`src/rtl/dlx_pipe_pkg.sv`:
```
// Shared types and default widths for the DLX pipeline registers.
package dlx_pipe_pkg;

  localparam int unsigned DEF_XLEN   = 32;
  localparam int unsigned DEF_RA_W   = 5;
  localparam int unsigned DEF_CTRL_W = 8;
  localparam int unsigned DEF_PERF_W = 16;

  // Payload of the ID/EX register; valid is tracked separately.
  typedef struct packed {
    logic [DEF_CTRL_W-1:0] ctrl;
    logic                  is_load;
    logic [DEF_RA_W-1:0]   rd;
    logic [DEF_XLEN-1:0]   imm;
    logic [DEF_XLEN-1:0]   pc;
    logic [DEF_XLEN-1:0]   s1;
    logic [DEF_XLEN-1:0]   s2;
  } ex_bundle_t;

  localparam ex_bundle_t EX_BUBBLE = '0;

endpackage : dlx_pipe_pkg

```
`src/rtl/id_ex_stage_fwd_mux.sv`:
```
// Single-operand forwarding select: EX > MEM > WB > register file, r0 reads zero.
module fwd_mux #(
  parameter int unsigned XLEN = 32,
  parameter int unsigned RA_W = 5
) (
  input  logic [RA_W-1:0] rs,
  input  logic [XLEN-1:0] rf_data,
  input  logic            ex_valid,
  input  logic [RA_W-1:0] ex_rd,
  input  logic [XLEN-1:0] ex_data,
  input  logic            mem_valid,
  input  logic [RA_W-1:0] mem_rd,
  input  logic [XLEN-1:0] mem_data,
  input  logic            wb_valid,
  input  logic [RA_W-1:0] wb_rd,
  input  logic [XLEN-1:0] wb_data,
  output logic [XLEN-1:0] data_c
);

  always_comb begin
    data_c = rf_data;
    if (rs == '0) begin
      data_c = '0;
    end else if (ex_valid && (ex_rd == rs)) begin
      data_c = ex_data;
    end else if (mem_valid && (mem_rd == rs)) begin
      data_c = mem_data;
    end else if (wb_valid && (wb_rd == rs)) begin
      data_c = wb_data;
    end
  end

endmodule : fwd_mux

```
`src/rtl/id_ex_stage.sv`:
```
// ID->EX pipeline register with operand forwarding, load-use interlock,
// branch flush, downstream hold and a saturating stall counter.
module id_ex_stage
  import dlx_pipe_pkg::*;
#(
  parameter int unsigned XLEN   = DEF_XLEN,
  parameter int unsigned RA_W   = DEF_RA_W,
  parameter int unsigned CTRL_W = DEF_CTRL_W,
  parameter int unsigned PERF_W = DEF_PERF_W
) (
  input  logic              clk,
  input  logic              reset_n,
  input  logic              id_valid_i,
  input  logic [CTRL_W-1:0] id_ctrl_i,
  input  logic              id_is_load_i,
  input  logic [RA_W-1:0]   id_rs1_i,
  input  logic [RA_W-1:0]   id_rs2_i,
  input  logic              id_rs1_used_i,
  input  logic              id_rs2_used_i,
  input  logic [RA_W-1:0]   id_rd_i,
  input  logic [XLEN-1:0]   id_imm_i,
  input  logic [XLEN-1:0]   id_pc_i,
  input  logic [XLEN-1:0]   rf_s1_i,
  input  logic [XLEN-1:0]   rf_s2_i,
  input  logic              flush_i,
  input  logic              ex_stall_i,
  input  logic              ex_fwd_valid_i,
  input  logic [RA_W-1:0]   ex_fwd_rd_i,
  input  logic [XLEN-1:0]   ex_fwd_data_i,
  input  logic              mem_fwd_valid_i,
  input  logic [RA_W-1:0]   mem_fwd_rd_i,
  input  logic [XLEN-1:0]   mem_fwd_data_i,
  input  logic              wb_fwd_valid_i,
  input  logic [RA_W-1:0]   wb_fwd_rd_i,
  input  logic [XLEN-1:0]   wb_fwd_data_i,
  output logic              id_stall_o,
  output logic              ex_valid_o,
  output logic [CTRL_W-1:0] ex_ctrl_o,
  output logic              ex_is_load_o,
  output logic [RA_W-1:0]   ex_rd_o,
  output logic [XLEN-1:0]   ex_imm_o,
  output logic [XLEN-1:0]   ex_pc_o,
  output logic [XLEN-1:0]   ex_s1_o,
  output logic [XLEN-1:0]   ex_s2_o,
  output logic [PERF_W-1:0] stall_count_o
);

  localparam logic [PERF_W-1:0] CNT_MAX = '1;

  ex_bundle_t        ex_q;
  logic              valid_q;
  logic [PERF_W-1:0] stall_cnt_q;

  logic [XLEN-1:0] s1_fwd_c;
  logic [XLEN-1:0] s2_fwd_c;
  logic            luh_c;
  logic            bubble_c;
  logic            cnt_inc_c;

  fwd_mux #(.XLEN(XLEN), .RA_W(RA_W)) u_fwd_s1 (
    .rs        (id_rs1_i),
    .rf_data   (rf_s1_i),
    .ex_valid  (ex_fwd_valid_i),
    .ex_rd     (ex_fwd_rd_i),
    .ex_data   (ex_fwd_data_i),
    .mem_valid (mem_fwd_valid_i),
    .mem_rd    (mem_fwd_rd_i),
    .mem_data  (mem_fwd_data_i),
    .wb_valid  (wb_fwd_valid_i),
    .wb_rd     (wb_fwd_rd_i),
    .wb_data   (wb_fwd_data_i),
    .data_c    (s1_fwd_c)
  );

  fwd_mux #(.XLEN(XLEN), .RA_W(RA_W)) u_fwd_s2 (
    .rs        (id_rs2_i),
    .rf_data   (rf_s2_i),
    .ex_valid  (ex_fwd_valid_i),
    .ex_rd     (ex_fwd_rd_i),
    .ex_data   (ex_fwd_data_i),
    .mem_valid (mem_fwd_valid_i),
    .mem_rd    (mem_fwd_rd_i),
    .mem_data  (mem_fwd_data_i),
    .wb_valid  (wb_fwd_valid_i),
    .wb_rd     (wb_fwd_rd_i),
    .wb_data   (wb_fwd_data_i),
    .data_c    (s2_fwd_c)
  );

  // A load still in EX cannot forward; any consumer in ID must wait a cycle.
  always_comb begin
    luh_c = id_valid_i && valid_q && ex_q.is_load && (ex_q.rd != '0) &&
            ((id_rs1_used_i && (id_rs1_i == ex_q.rd)) ||
             (id_rs2_used_i && (id_rs2_i == ex_q.rd)));
    bubble_c  = flush_i || luh_c || !id_valid_i;
    cnt_inc_c = luh_c && !flush_i && !ex_stall_i;
  end

  assign id_stall_o = ex_stall_i || (luh_c && !flush_i);

  // Hold wins over flush; the flush is re-presented once the hold releases.
  always_ff @(posedge clk or negedge reset_n) begin
    if (!reset_n) begin
      valid_q <= 1'b0;
      ex_q    <= EX_BUBBLE;
    end else if (!ex_stall_i) begin
      if (bubble_c) begin
        valid_q <= 1'b0;
        ex_q    <= EX_BUBBLE;
      end else begin
        valid_q    <= 1'b1;
        ex_q.ctrl    <= id_ctrl_i;
        ex_q.is_load <= id_is_load_i;
        ex_q.rd      <= id_rd_i;
        ex_q.imm     <= id_imm_i;
        ex_q.pc      <= id_pc_i;
        ex_q.s1      <= s1_fwd_c;
        ex_q.s2      <= s2_fwd_c;
      end
    end
  end

  always_ff @(posedge clk or negedge reset_n) begin
    if (!reset_n) begin
      stall_cnt_q <= '0;
    end else if (cnt_inc_c && (stall_cnt_q != CNT_MAX)) begin
      stall_cnt_q <= stall_cnt_q + PERF_W'(1);
    end
  end

  assign ex_valid_o    = valid_q;
  assign ex_ctrl_o     = ex_q.ctrl;
  assign ex_is_load_o  = ex_q.is_load;
  assign ex_rd_o       = ex_q.rd;
  assign ex_imm_o      = ex_q.imm;
  assign ex_pc_o       = ex_q.pc;
  assign ex_s1_o       = ex_q.s1;
  assign ex_s2_o       = ex_q.s2;
  assign stall_count_o = stall_cnt_q;

endmodule : id_ex_stage
```
`config.mk`:
```
export PLATFORM = sky130hd
export DESIGN_NAME = id_ex_stage
export DESIGN_NICKNAME = d
export VERILOG_FILES = /design/src/rtl/dlx_pipe_pkg.sv /design/src/rtl/id_ex_stage_fwd_mux.sv /design/src/rtl/id_ex_stage.sv
export SDC_FILE = /design/constraint.sdc
export NUM_CORES = 1
export LEC_CHECK = 0
export ABC_AREA = 1
export CORE_AREA = 10 10 164 166
export CTS_CLUSTER_DIAMETER = 150
export DETAILED_ROUTE_END_ITERATION = 8
export DIE_AREA = 0 0 174 176
export PLACE_DENSITY = 0.8
export SKIP_LAST_GASP = 1
export SLEW_MARGIN = 20
export SYNTH_ARGS = -nofsm -noshare
export SYNTH_HDL_FRONTEND = slang
export SYNTH_SLANG_ARGS = --single-unit
```
`constraint.sdc`:
```
create_clock -name clk -period 1.9 [get_ports clk]
set_clock_uncertainty 0.05 [all_clocks]
set_input_delay 0.475 -clock clk [delete_from_list [all_inputs] [get_ports clk]]
set_output_delay 0.475 -clock clk [all_outputs]
set_load 0.005 [all_outputs]
```
==> metrics.md, run 1 <==
| Metric | Value |
|---|---|
| Status | `finished with violations` |
| Violated checks | `negative setup slack` |
| Root Buffer | `clkbuf_16` |
| TritonRoute pass-1 iters | `7` |
| Clock Path Buffers | `2` |
| Initial DRC Count | `1185` |
| Core area | `23800 sq um` |
| Final WS setup | `-217 ps` |
| Post-Syn Instances | `1592` |
| # port buffers | `432` |
| Max Cap Viol | `0` |
| Critical path's slowest cell | `dfrtp_1` |
| First-pass GRT wire length | `67600 microns` |
| TritonCTS Buffers | `17` |
| Largest net degree at the start of global routing | `92` |
| Clock Latency Late Sink | `430 ps` |
| Period utilization | `1.11` |
| Via/cell ratio | `4.98` |
| Row count | `57` |
| Area delta synth->final | `67.5%` |
| Final core occ | `0.699` |
| Dpl cells | `2367` |
| Max frequency | `472 MHz` |
| Syn_nets | `1866` |
| Worst relative slew slack | `0.686` |
| Wirelength per Cell | `18.8 microns` |
| Total Nets Final | `2377` |
| CTS tree | `yes` |
| Remaining DRCs | `0` |
| Initial core utilization | `0.417` |
| CP top delay family | `simple AND/OR/NAND/NOR gates` |
| Yosys Warn Count | `0` |
| CP Class | `flop to output port` |
| Die area | `30600 sq um` |
| Total track usage | `0.278` |
| Peak VDD IR | `533 uV` |
| Largest stage delay, worst path | `420 ps` |
| Design Area, Final | `16700 sq um` |
| Clk sink count | `159` |
| Antenna Nets Post-Route | `0` |
| Cell Area, Synth | `9940 sq um` |
| Synth area leaders | `dfrtp_1, nand2_1, nor2_1` |
| Clk slew on worst S/H paths | `80 ps` |
| Critical Path Source Type | `flop` |
| Final Hold Viols | `0` |
| Crit Path Max Fanout | `4` |
| RSZ-0062 raised after global routing | `yes` |
| Worst-path cell chain | `inv_2 -> nand2_2 -> nand2_2 -> nor2_2 -> nand3_1 -> nand2_2 -> nand3_2 -> nand2_2 -> buf_6` |
| Final Wtd Congestion | `0.934` |
| Critical Path End Type | `output port` |
| Arrival time at the worst endpoint | `1590 ps` |
| Post-DP HPWL | `33400 microns` |
| GR Overflow Total | `0` |
| Yosys top cell area share | `0.400` |
| Seq/Total Area, Yosys | `0.400` |
| Avg Inst Size Synth | `6.24 sq um` |
| Hold Crit Class | `input port to async pin` |
| Cell Pwr Density | `567 nW/um^2` |
| Placed Area | `15300 sq um` |
| Critical Path RT | `1370 ps` |
| Final Critical Period | `2120 ps` |
| Vias post-DR | `12200` |
| Leakage power total | `9.36 nW` |
| H-Tree Depth | `4` |
| Ratio of cells with drive above 1 in the final layout | `0.116` |
| Fillers | `2023` |
| Max-slew violations | `0` |
| Count of final setup violators | `14` |
| FF+latch count, synth | `159` |
| Yosys cell types | `31` |
| Top Ports | `433` |
| Most Frequent Cell on Critical Path | `nand2_2` |
| Critical path buffer and inverter count | `2` |
| Vias in the first global route | `11800` |
| Top cell type by total area after synthesis | `dfrtp_1` |
| Die X | `174 microns` |
| Worst Tran Pin Value | `472 ps` |
| Final WL | `46000 microns` |
| Post-Layout Cell Count | `2452` |
| Vert. Die Dim | `176 microns` |
| Initial antenna violation count | `13` |
[cell usage after synthesis]
cell and count:
o21bai_1 2, o22ai_1 2, inv_2 11, o21ai_0 10, inv_1 166, nand2_2 2
nor3_2 4, nand4_1 8, nand2_4 1, clkbuf_1 16, buf_2 39, nor3b_2 1
buf_1 3, o21ai_1 1, a21o_1 1, a21oi_1 8, nor2_2 3, nand4_2 1
nand3_1 160, nor2_1 290, xnor2_1 8, ha_1 1, nor2_4 2, dfrtp_1 159
xor2_1 4, nand3_2 4, buf_4 7, nand2_1 662, buf_6 7, nor3_1 8
a21boi_4 1
[repair_timing]
item                                   in CTS  in global routing
endpoints found under the hold margin       6                  0
setup endpoints to repair                  74                173
hold buffers                                1                  0
cloned                                      2                  9
pin swaps                                   9                 19
resized for setup                          50                 79
setup buffers                              21                 11
[cells by family (layout without fill, tap and decap cells)]
family          after synthesis  in the layout  share of synthesized area
compound gates               25             25                     0.0150
xor+xnor                     12             12                     0.0106
fa+ha+maj                     1              1                    0.00126
buf+inv                     249            773                      0.107
flops                       159            159                      0.400
other cells                   0             12                          0
simple gates               1146           1146                      0.466
[worst reg2reg max path, cell delays in order (launching register included)]
cell	delay, ps
dfrtp_1	430
inv_2	90
buf_6	100
nand3_2	80
o21bai_1	120
inv_1	80
buf_4	170
nand2_4	100
nand3_4	200
buf_12	230
nor2_1	90
nand2_1	80
nand2_1	70
[path summary, 6_finish.rpt]
check                              end  cells after the start  slack, ps         from
setup reg to reg            ex_s2_o[1]                     12        -50   ex_rd_o[3]
hold reg to reg            ex_pc_o[15]                      2        430  ex_pc_o[15]
min in group clk           ex_pc_o[15]                      2        430  ex_pc_o[15]
setup / recovery            id_stall_o                      9       -220   ex_rd_o[1]
hold / removal              ex_s1_o[6]                      2        370      reset_n
max in group asynchronous  ex_s2_o[29]                      3        750      reset_n
[placed cells by master, fill, tap and decap left out, types with 5 or more instances in the layout]
cell / count
a21oi_1: 6
buf_12: 23
buf_4: 88
buf_6: 12
clkbuf_16: 24
clkdlybuf4s50_1: 374
dfrtp_1: 152
dfrtp_2: 7
diode_2: 12
dlygate4sd2_1: 21
dlymetal6s2s_1: 33
inv_1: 159
inv_2: 17
inv_8: 6
nand2_1: 653
nand2_2: 10
nand3_1: 156
nand3_2: 5
nand4_1: 8
nor2_1: 274
nor2_2: 14
nor2_4: 7
nor3_1: 6
o21ai_0: 10
xnor2_1: 8
[layer usage]
layer	global-route usage	part of all wire	vias up
met4	0.118	0.041	4
met2	0.465	0.48	698
met3	0.0925	0.10	128
met1	0.322	0.38	5556
li1	-	-	5826
met5	0	0.00059	-
[sequential cells by signal (all words and copies together) (netlist names)]
name and flops:
ex_is_load_o 1, ex_rd_o 5, ex_s1_o 32, stall_count_o 16, ex_valid_o 1, ex_ctrl_o 8, ex_pc_o 32, ex_imm_o 32
ex_s2_o 32
[per-stage QoR]
stage	power [W]	setup slack (ps)	hold WS, ps	TNS, ps
finish	0.00944	-217	369	-408
global route	0.00983	-322	355	-6080
CTS	0.00942	-247	353	-261
detailed placement	0.00587	-819	237	-65530
global placement	0.00585	-801	238	-58700
floorplan	0.00442	251	129	0
[final cells by class]
cell class              instances  area (sq um)  area share
clock buffers                  17           425      0.0255
well taps                     324           405      0.0243
repair buffers                564          5880       0.353
clock inverters                15           180      0.0108
multi-input cells            1184          5080       0.305
flip-flops and latches        159          3990       0.239
diodes                         12          30.0     0.00180
inverters                     177           667      0.0400
[power breakdown]
group / internal (W) / switching (W) / leakage (nW) / total [W]
sequential: 0.00356 / 0.000109 / 2.13 / 0.00367
combinational: 0.00122 / 0.00100 / 6.93 / 0.00223
clock: 0.00180 / 0.00174 / 0.297 / 0.00354
total: 0.00658 / 0.00286 / 9.36 / 0.00944
No activity file was read; power rests on OpenSTA's default activity.
==> run 2, diff against run 1 <==
--- a/config.mk
+++ b/config.mk
@@ -6,11 +6,14 @@
 export NUM_CORES = 1
 export LEC_CHECK = 0
 export ABC_AREA = 1
-export CORE_AREA = 10 10 164 166
+export ABC_CLOCK_PERIOD_IN_PS = 1900
+export CELL_PAD_IN_SITES_DETAIL_PLACEMENT = 1
+export CELL_PAD_IN_SITES_GLOBAL_PLACEMENT = 1
+export CORE_AREA = 10 10 197 199
 export CTS_CLUSTER_DIAMETER = 150
 export DETAILED_ROUTE_END_ITERATION = 8
-export DIE_AREA = 0 0 174 176
-export PLACE_DENSITY = 0.8
+export DIE_AREA = 0 0 207 209
+export PLACE_DENSITY_LB_ADDON = 0.1
 export SKIP_LAST_GASP = 1
 export SLEW_MARGIN = 20
 export SYNTH_ARGS = -nofsm -noshare
==> metrics.md, run 2 (synthesized netlist as in run 1, its figures left out) <==
| Metric | Value |
|---|---|
| Critical Path RT | `1370 ps (about the same)` |
| Antenna Nets Post-Route | `0 (unchanged)` |
| Final Critical Period | `2180 ps (+58.1 ps)` |
| Max Cap Viol | `0 (unchanged)` |
| Commonest non-fill, non-tap cells in the layout | `nand2_1, clkdlybuf4s50_1, nor2_1` |
| Post-Layout Cell Count | `2614 (+6.6%)` |
| Cell Pwr Density | `548 nW/um^2 (-3.2%)` |
| Ratio of cells with drive above 1 in the final layout | `0.154 (+0.0386)` |
| Root Buffer | `clkbuf_16` |
| Hold Crit Class | `input port to flop` |
| Comb power frac | `0.250 (+0.014)` |
| Leakage power total | `9.84 nW (+5.1%)` |
| Count of final setup violators | `114 (+100)` |
| Arrival time at the worst endpoint | `1650 ps (+60 ps)` |
| Max-slew violations | `0 (unchanged)` |
| Status | `finished with violations` |
| Area delta synth->final | `76.3%` |
| Worst Tran Pin Value | `907 ps (+436 ps)` |
| Final Wtd Congestion | `0.846 (-9.4%)` |
| Crit Path Max Fanout | `4 (unchanged)` |
| Clock Latency Late Sink | `450 ps (+20 ps)` |
| Critical Path End Type | `output port` |
| Worst relative slew slack | `0.395 (-0.291)` |
| Reg power frac | `0.382 (-0.007)` |
| Vert. Die Dim | `209 microns (+19%)` |
| Core area | `35100 sq um (+47%)` |
| CTS tree | `yes` |
| Clock Path Buffers | `2 (unchanged)` |
| Initial core utilization | `0.284 (-0.134)` |
| Total Nets Final | `2400 (+0.97%)` |
| Internal power | `0.00679 W (+3.2%)` |
| Die X | `207 microns (+19%)` |
| Final WS setup | `-275 ps (-58.1 ps)` |
| Clk slew on worst S/H paths | `70 ps (about the same)` |
| Row count | `69 (+21%)` |
| Vias post-DR | `12300 (+0.90%)` |
| Die area | `43300 sq um (+41%)` |
| First-pass GRT wire length | `79300 microns (+17%)` |
| # port buffers | `432 (unchanged)` |
| Power, Total | `0.00961 W (+1.9%)` |
| Top Ports | `433 (unchanged)` |
| Vias in the first global route | `13100 (+10%)` |
| Violated checks | `negative setup slack` |
| CP Class | `flop to output port` |
| Via/cell ratio | `4.71 (-5.4%)` |
| TritonCTS Buffers | `17 (unchanged)` |
| GR Overflow Total | `0 (unchanged)` |
| Initial DRC Count | `700 (-41%)` |
| Final Hold Viols | `0 (unchanged)` |
| Largest net degree at the start of global routing | `71 (-23%)` |
| Clock power share | `0.367 (-0.008)` |
| Dpl cells | `2502 (+5.7%)` |
| Setup TNS | `-5290 ps (-4880 ps)` |
| RSZ-0062 raised after global routing | `yes` |
| Peak VDD IR | `677 uV (+27%)` |
| H-Tree Depth | `4 (unchanged)` |
| Clk sink count | `159 (unchanged)` |
| Final WL | `55900 microns (+22%)` |
| Critical Path Source Type | `flop` |
| Max frequency | `460 MHz (-2.7%)` |
| Switching Power | `0.00282 W (-1.2%)` |
| Remaining DRCs | `0 (unchanged)` |
| Sw frac | `0.294 (-0.00911)` |
| Wirelength per Cell | `21.4 microns (+14%)` |
| Period utilization | `1.14 (+0.0306)` |
| Post-DP HPWL | `38300 microns (+14%)` |
| Initial antenna violation count | `22 (+9)` |
| Total track usage | `0.234 (-0.0440)` |
| TritonRoute pass-1 iters | `5 (-2)` |
| Commonest non-fill, non-tap cell in the layout | `nand2_1` |
run 2: critical path, cell delays in order (launching register included):
cell,delay [ps]
dfrtp_2,440
inv_2,100
buf_6,100
nand3_2,80
o21bai_1,130
inv_1,80
nand3_2,80
nand2_1,50
buf_2,140
run 2: final cells by class:
class / instances / area (sq um)
inverters: 177 / 664
well taps: 461 / 577
diodes: 16 / 40.0
repair buffers: 586 / 6230
fillers: 4433 / 17500
flip-flops and latches: 159 / 3990
multi-input cells: 1185 / 5460
clock inverters: 10 / 115
clock buffers: 20 / 447
run 2: path summary, 6_finish.rpt:
kind	end	slack, ps	startpoint	cells past startpoint
max	id_stall_o	-280	ex_rd_o[3]	8
min	stall_count_o[9]	340	ex_stall_i	4
max reg2reg	ex_imm_o[12]	-120	ex_rd_o[3]	15
min reg2reg	ex_imm_o[11]	430	ex_imm_o[11]	2
max in group asynchronous	ex_rd_o[3]	670	reset_n	3
min in group asynchronous	ex_s1_o[18]	430	reset_n	2
run 2: metrics by stage:
step,instance area [sq um],hold slack [ps],setup slack [ps],utilization
6_report,17500,336,-275,0.500
5_1_grt,17500,364,-385,0.500
4_1_cts,16300,315,-319,0.466
3_5_place_dp,15400,330,-807,0.440
3_3_place_gp,15400,335,-759,0.440
2_1_floorplan,9940,129,251,-
run 2: what timing repair did:
item | CTS | global route
setup endpoints to repair | 195 | 192
endpoints found under the hold margin | 21 | 0
pin swaps | 10 | 24
hold buffers | 1 | 0
cloned | 5 | 21
gates resized for setup | 117 | 196
setup buffers | 26 | 20
run 2: layer usage:
metal	part of all wire	wire length, microns	track usage	vias up
li1	-	-	-	5883
met5	0.0011	63	0	-
met2	0.51	28300	0.400	346
met4	0.023	1270	0.0848	12
met1	0.41	22700	0.273	6014
met3	0.063	3550	0.0689	67
run 2: power by group through the flow:
stage	Clock, W	Sequential (W)	Combinational, W
finish	0.00353	0.00367	0.00241
global route	0.00376	0.00370	0.00261
CTS	0.00360	0.00367	0.00222
detailed placement	0	0.00374	0.00219
global placement	0	0.00373	0.00217
floorplan	0	0.00374	0.000683
